==> config.mk <==
export PLATFORM = sky130hd
export DESIGN_NAME = div_seq_unit_flat
export DESIGN_NICKNAME = d
export VERILOG_FILES = /design/src/rtl/div_seq_unit_pkg.sv /design/src/rtl/div_seq_unit_if.sv /design/src/rtl/div_seq_step.sv /design/src/rtl/div_seq_unit.sv /design/src/flat_wrapper.sv
export SDC_FILE = /design/constraint.sdc
export NUM_CORES = 1
export LEC_CHECK = 0
export BUFFER_PORTS_ARGS = -buffer_cell sky130_fd_sc_hd__buf_2
export CAP_MARGIN = 10
export CORE_MARGIN = 3
export CORE_UTILIZATION = 45
export DETAILED_ROUTE_END_ITERATION = 10
export PLACE_DENSITY_LB_ADDON = 0.1
export SLEW_MARGIN = 5
export SYNTH_ARGS = -nofsm -noshare
export SYNTH_HDL_FRONTEND = slang
export SYNTH_SLANG_ARGS = --single-unit
==> constraint.sdc <==
create_clock -name clk -period 2.1 [get_ports clk]
set_clock_uncertainty 0.2 [all_clocks]
set_input_delay 0.105 -clock clk [delete_from_list [all_inputs] [get_ports clk]]
set_output_delay 0.105 -clock clk [all_outputs]
set_load 0.01 [all_outputs]
==> src/rtl/div_seq_unit_pkg.sv <==
// Shared types for the sequential restoring divider.
// Holds the FSM state type and the default operand width.
package div_seq_unit_pkg;

    localparam int DEF_WIDTH = 8;

    typedef enum logic [1:0] {
        ST_IDLE = 2'd0,
        ST_BUSY = 2'd1,
        ST_DONE = 2'd2
    } state_t;

endpackage

==> src/rtl/div_seq_unit_if.sv <==
// Request/result handshake bundle for div_seq_unit.
// master drives requests and consumes results; slave is the divider.
interface div_seq_unit_if
    import div_seq_unit_pkg::*;
#(
    parameter int WIDTH = DEF_WIDTH
);
    logic             in_valid;
    logic             in_ready;
    logic [WIDTH-1:0] num;
    logic [WIDTH-1:0] den;
    logic             out_valid;
    logic             out_ready;
    logic [WIDTH-1:0] quo;
    logic [WIDTH-1:0] rem;
    logic             err;
    logic             busy;

    modport master (
        output in_valid, num, den, out_ready,
        input  in_ready, out_valid, quo, rem, err, busy
    );

    modport slave (
        input  in_valid, num, den, out_ready,
        output in_ready, out_valid, quo, rem, err, busy
    );
endinterface

==> src/rtl/div_seq_step.sv <==
// One restoring-division step: shift in a dividend bit,
// compare against the divisor and subtract when it fits.
module div_seq_step
    import div_seq_unit_pkg::*;
#(
    parameter int WIDTH = DEF_WIDTH
) (
    input  logic [WIDTH:0]   i_rem,
    input  logic             i_bit,
    input  logic [WIDTH-1:0] i_den,
    output logic [WIDTH:0]   o_rem,
    output logic             o_qbit
);
    logic [WIDTH+1:0] w_shift;
    logic [WIDTH+1:0] w_den;

    assign w_shift = {i_rem, i_bit};
    assign w_den   = (WIDTH+2)'(i_den);
    assign o_qbit  = (w_shift >= w_den);
    assign o_rem   = o_qbit ? (WIDTH+1)'(w_shift - w_den)
                            : w_shift[WIDTH:0];
endmodule

==> src/rtl/div_seq_unit.sv <==
// Sequential unsigned restoring divider, one quotient bit per clock.
// DIV_SEQ_ZERO_TRAP_EN: divide-by-zero skips BUSY and flags err.
module div_seq_unit
    import div_seq_unit_pkg::*;
#(
    parameter int WIDTH = DEF_WIDTH
) (
    input  logic         clk,
    input  logic         rst,
    div_seq_unit_if.slave ifc
);
    localparam int CW = $clog2(WIDTH) + 1;

    state_t           r_state;
    state_t           w_state_nx;
    logic [WIDTH:0]   r_prem;
    logic [WIDTH-1:0] r_dvd;
    logic [WIDTH-1:0] r_den;
    logic [CW-1:0]    r_cnt;
    logic [WIDTH-1:0] r_quo;
    logic [WIDTH-1:0] r_rem;
    logic [WIDTH:0]   w_next_rem;
    logic             w_qbit;
    logic             w_accept;
    logic             w_last;
    logic             w_zero;

    assign w_accept = ifc.in_valid & (r_state == ST_IDLE);
    assign w_last   = (r_cnt == CW'(WIDTH - 1));

`ifdef DIV_SEQ_ZERO_TRAP_EN
    logic r_err;
    assign w_zero  = (ifc.den == '0);
    assign ifc.err = r_err;
`else
    assign w_zero  = 1'b0;
    assign ifc.err = 1'b0;
`endif

    div_seq_step #(.WIDTH(WIDTH)) u_step (
        .i_rem  (r_prem),
        .i_bit  (r_dvd[WIDTH-1]),
        .i_den  (r_den),
        .o_rem  (w_next_rem),
        .o_qbit (w_qbit)
    );

    always_ff @(posedge clk) begin
        if (rst) r_state <= ST_IDLE;
        else     r_state <= w_state_nx;
    end

    always_comb begin
        w_state_nx = r_state;
        unique case (r_state)
            ST_IDLE: if (w_accept)
                         w_state_nx = w_zero ? ST_DONE : ST_BUSY;
            ST_BUSY: if (w_last)
                         w_state_nx = ST_DONE;
            ST_DONE: if (ifc.out_ready)
                         w_state_nx = ST_IDLE;
            default: w_state_nx = ST_IDLE;
        endcase
    end

    // Freed dividend bits are refilled with quotient bits as they form
    always_ff @(posedge clk) begin
        if (rst) begin
            r_prem <= '0;
            r_dvd  <= '0;
            r_den  <= '0;
            r_cnt  <= '0;
            r_quo  <= '0;
            r_rem  <= '0;
`ifdef DIV_SEQ_ZERO_TRAP_EN
            r_err  <= 1'b0;
`endif
        end else if (w_accept) begin
            r_prem <= '0;
            r_dvd  <= ifc.num;
            r_den  <= ifc.den;
            r_cnt  <= '0;
`ifdef DIV_SEQ_ZERO_TRAP_EN
            if (w_zero) begin
                r_quo <= '1;
                r_rem <= ifc.num;
                r_err <= 1'b1;
            end
`endif
        end else if (r_state == ST_BUSY) begin
            r_prem <= w_next_rem;
            r_dvd  <= {r_dvd[WIDTH-2:0], w_qbit};
            r_cnt  <= r_cnt + 1'b1;
            if (w_last) begin
                r_cnt <= '0;
                r_quo <= {r_dvd[WIDTH-2:0], w_qbit};
                r_rem <= w_next_rem[WIDTH-1:0];
`ifdef DIV_SEQ_ZERO_TRAP_EN
                r_err <= 1'b0;
`endif
            end
        end
    end

    assign ifc.in_ready  = (r_state == ST_IDLE);
    assign ifc.out_valid = (r_state == ST_DONE);
    assign ifc.busy      = (r_state == ST_BUSY);
    assign ifc.quo       = r_quo;
    assign ifc.rem       = r_rem;
endmodule

==> src/flat_wrapper.sv <==
// flat-port wrapper written by rule: the top's interface ports become plain ports
module div_seq_unit_flat import div_seq_unit_pkg::*;
#(
    parameter int WIDTH = DEF_WIDTH
)
  (clk, rst, ifc_in_valid, ifc_num, ifc_den, ifc_out_ready, ifc_in_ready, ifc_out_valid, ifc_quo, ifc_rem, ifc_err, ifc_busy);
  div_seq_unit_if #(.WIDTH(WIDTH)) ifc_i ();
  input  logic clk;
  input  logic rst;
  input wire logic [$bits(ifc_i.in_valid)-1:0] ifc_in_valid;
  input wire logic [$bits(ifc_i.num)-1:0] ifc_num;
  input wire logic [$bits(ifc_i.den)-1:0] ifc_den;
  input wire logic [$bits(ifc_i.out_ready)-1:0] ifc_out_ready;
  output wire logic [$bits(ifc_i.in_ready)-1:0] ifc_in_ready;
  output wire logic [$bits(ifc_i.out_valid)-1:0] ifc_out_valid;
  output wire logic [$bits(ifc_i.quo)-1:0] ifc_quo;
  output wire logic [$bits(ifc_i.rem)-1:0] ifc_rem;
  output wire logic [$bits(ifc_i.err)-1:0] ifc_err;
  output wire logic [$bits(ifc_i.busy)-1:0] ifc_busy;
  assign ifc_i.in_valid = ifc_in_valid;
  assign ifc_i.num = ifc_num;
  assign ifc_i.den = ifc_den;
  assign ifc_i.out_ready = ifc_out_ready;
  assign ifc_in_ready = ifc_i.in_ready;
  assign ifc_out_valid = ifc_i.out_valid;
  assign ifc_quo = ifc_i.quo;
  assign ifc_rem = ifc_i.rem;
  assign ifc_err = ifc_i.err;
  assign ifc_busy = ifc_i.busy;
  div_seq_unit #(.WIDTH(WIDTH)) u_core (.clk(clk), .rst(rst), .ifc(ifc_i));
endmodule
==> results by group <==
STA
  • Pins over their slew limit: 0
  • Final hold viol count: 0
  • RSZ-0062 raised after global routing: true
  • Final Hold Slack: between 0.015 and 0.02 ns
  • Worst-Margin Slew: between 0.5 and 0.6 ns
  • Finish-stage setup viols: 12
  • Slew HR: about two thirds
  • Final period utilization: 104%
  • Fin crit period: about 2.2 ns
  • Peak Freq: 0.457 GHz
  • Worst Setup Slack, final: -0.0905 ns

Placement
  • Routability cong.: roughly 0.85
  • Post-DP HPWL: approximately 3900 µm
  • Placed Area: 2670 µm²
  • Port Buffers: 38

Global routing
  • Total global-route track usage: about a fifth
  • Largest net degree at the start of global routing: 36
  • Initial antenna violation count: 0
  • Global-route wire length before repair: 9340 µm
  • Grt ovf: 0
  • Vias in the first global route: a little over 2000

Finish
  • Fillers: around 450
  • Post-layout nets: roughly 380
  • Syn-to-layout area delta: 37.5%
  • Layout cells sized above 1: about a third
  • Register Area: approximately 950 µm²
  • Antenna diodes: 0
  • Multi-input logic area: between 1000 and 1500 µm²
  • Final Cell Area: a little over 3000 µm²

Floorplanning
  • Initial Utilization: a little under half
  • Total die area: around 5900 µm²
  • Die Span Y: ~77 µm
  • Core footprint: approximately 4800 µm²
  • # IOs: 40
  • Die X: 76.9 µm
  • Number of cell rows: 25

Clock network
  • Sink Count: 47
  • Worst-Skew Late Latency: 0.30 ns
  • H-tree Lvls: 2
  • CTS tree: built
  • Worst-path clk slew: about 0.090 ns
  • Number of buffers created by CTS: 5
  • Clk buf depth: 2
  • Root buffer cell: clkbuf_8

Routing
  • DRT antenna net count: 0
  • Post-DR wirelength/cell: ~13 µm
  • Post-route DRC: 0
  • Met3 WL: around 200 µm
  • Highest routed layer: met4
  • Vias: 2067
  • M1 WL: 2710 µm
  • Iteration-0 DRC Markers: 79
  • Met2 WL: approximately 2500 µm
  • DRT Pass-1 Iters: 4
  • Vias per cell: a little under 5
  • Final WL: approximately 5600 µm

Synth
  • Yosys warning count: 0
  • Post-Syn Area per Cell: 8.27 µm²
  • #FFs+latches synth: 47
  • Cell variety after synth: 41
  • Post-synthesis sequential area ratio: between 40% and 50%
  • Cell Area, Synth: ~2300 µm²
  • Yosys top cell area share: between 40% and 50%
  • Cell taking the most area after synthesis: dfxtp_1
  • Cell count after synthesis: about 270
  • Net Count, Synth: between 300 and 400
  • Top post-synthesis cells by area: dfxtp_1, a21oi_1, nand2_1

Setup path
  • Cells on worst reg2reg path: 7
  • Crit. Startpoint: u_core.r_prem[4]$_SDFFE_PP0P_
  • Worst Path Buf+Inv: 1
  • CP startpoint kind: register
  • Setup crit end: u_core.ifc.rem[4]$_SDFFE_PP0P_
  • CP arrival: roughly 2.2 ns
  • Crit. path cell count: 7
  • FF-to-FF setup slack: -0.09 ns
  • Setup CP Type: register to register
  • Slowest stage delay, CP: around 0.46 ns
  • Worst r2r src: u_core.r_prem[4]$_SDFFE_PP0P_
  • Slowest cell on the critical path: dfxtp_1
  • Worst Setup End Kind: register
  • Top cell family by delay on the critical path: flip-flops
  • Critical path peak fanout: 4
  • Worst-path cell chain: ha_4 -> a21oi_4 -> o21ai_1 -> and4bb_4 -> buf_12 -> mux2i_2 -> a211oi_2
  • CP required: roughly 2.1 ns
  • Reg2reg end: u_core.ifc.rem[4]$_SDFFE_PP0P_

Power and ir drop
  • Leakage: between 1 and 1.5 nW
  • Tot Pwr: about 0.0024 W
  • Power density over cell area: between 700 and 800 nW/µm²
  • Worst IR Drop VDD: approximately 0.50 mV

Min path
  • Worst Hold Class: primary input to register
  • Hold Path Depth: 4

Run status
  • Failing checks: negative setup slack
  • Status: complete, but fails checks

Flow run
  • Max-cap violations: 0
## cells by family (layout without fill, tap and decap cells)
| family | count (synthesis) | count (layout) | synth area share, % |
|---|---|---|---|
| AO/OA/AOI/OAI | 75 | 75 | 19.9 |
| XOR/XNOR | 7 | 7 | 2.71 |
| adder cells (fa/ha/maj) | 10 | 10 | 5.86 |
| buffers and inverters | 30 | 104 | 6.02 |
| flip-flops | 47 | 47 | 41.5 |
| multiplexers | 8 | 8 | 3.81 |
| other | 1 | 1 | 0.166 |
| AND/OR/NAND/NOR | 96 | 97 | 19.9 |
## worst min path at each step
stage	from	end	slack [ns]
floorplan	ifc_den[0]	u_core.r_den[0]$_SDFFE_PP0P_	0.03
global placement	ifc_den[6]	u_core.r_den[6]$_SDFFE_PP0P_	0.15
detailed placement	ifc_den[6]	u_core.r_den[6]$_SDFFE_PP0P_	0.15
CTS	rst	u_core.r_prem[1]$_SDFFE_PP0P_	0.0007
global route	rst	u_core.r_prem[6]$_SDFFE_PP0P_	0.04
finish	rst	u_core.r_prem[8]$_SDFFE_PP0P_	0.02
## timing repair
action                                 in CTS  in global routing
pin swaps                                   5                  1
buffers inserted                            3                  0
endpoints found under the hold margin      17                  0
setup endpoints to repair                  16                 17
cloned                                      1                  0
gates resized for setup                    14                  4
hold buffers                               17                  0
## metrics by stage
stage | setup slack (ns) | setup TNS (ns) | cells | utilization, %
3_5_place_dp | -0.189 | -1.71 | 387 | 55.8
2_1_floorplan | -0.0313 | -0.301 | 274 | -
3_3_place_gp | -0.162 | -1.20 | 387 | 55.8
5_1_grt | -0.170 | -1.79 | 416 | 65.0
4_1_cts | -0.119 | -1.02 | 416 | 64.5
6_report | -0.0905 | -0.622 | 416 | 65.0
## power by group
part / internal, W / switching [W]
Sequential: 0.000929 / 0.0000325
Combinational: 0.000393 / 0.000351
Clock: 0.000392 / 0.000312
## worst min-delay path, stage by stage
cell	delay, ns
buf_2	0.09
nor2_1	0.13
o21ai_0	0.10
a21oi_1	0.04
## cell usage after synthesis (all sizes together)
cell type  instances
fa                 1
nor4b              1
a211oi             8
xor2               6
nand3              5
o211ai             1
a21oi             43
nor3               3
dfxtp             47
nand2b             5
a311oi             1
nand4              3
buf                7
mux2               2
a31oi              3
and4bb             1
and2               1
conb               1
a21o               1
nand2             48
o31a               1
o21ai             10
nand3b             3
nand4b             2
a22oi              7
nor2              19
xnor2              1
clkbuf            11
nor2b              2
or2                1
mux2i              6
nor3b              2
inv               12
ha                 9
## cells in the final DEF, fill, tap and decap left out, drive strengths merged
| master | instances |
|---|---|
| nor3 | 3 |
| dfxtp | 47 |
| a22oi | 7 |
| clkbuf | 6 |
| nor4b | 1 |
| inv | 13 |
| a21o | 1 |
| nand2b | 5 |
| or2 | 1 |
| nor2b | 2 |
| dlygate4sd3 | 17 |
| xnor2 | 1 |
| bufinv | 1 |
| nand4b | 2 |
| nand3b | 3 |
| and4bb | 2 |
| o21ai | 10 |
| nor3b | 2 |
| o31a | 1 |
| a21oi | 43 |
| buf | 67 |
| a211oi | 8 |
| conb | 1 |
| ha | 9 |
| mux2i | 6 |
| nand2 | 48 |
| mux2 | 2 |
| a31oi | 3 |
| o211ai | 1 |
| and2 | 1 |
| nand4 | 3 |
| a311oi | 1 |
| fa | 1 |
| xor2 | 6 |
| nand3 | 5 |
| nor2 | 19 |
## cell type report
class	count	area share (%)
multi-input cells	198	42.6
flip-flops and latches	47	30.4
repair buffers	84	19.0
well taps	67	2.69
clock buffers	6	2.65
inverters	12	1.45
clock inverters	2	1.25
## state kept, by name (all words and copies together) (netlist names)
register        cells
u_core.r_cnt        4
u_core.r_den        8
u_core.r_dvd        8
u_core.ifc.rem      8
u_core.r_prem       9
u_core.ifc.quo      8
u_core.r_state      2
## layer usage
| metal | global-route usage, % | vias up |
|---|---|---|
| li1 | - | 1088 |
| met1 | 26.0 | 927 |
| met2 | 30.5 | 41 |
| met3 | 4.23 | 11 |
| met4 | 8.15 | 0 |
| met5 | 0 | - |
Note: power is estimated with default switching activity, not from simulation.
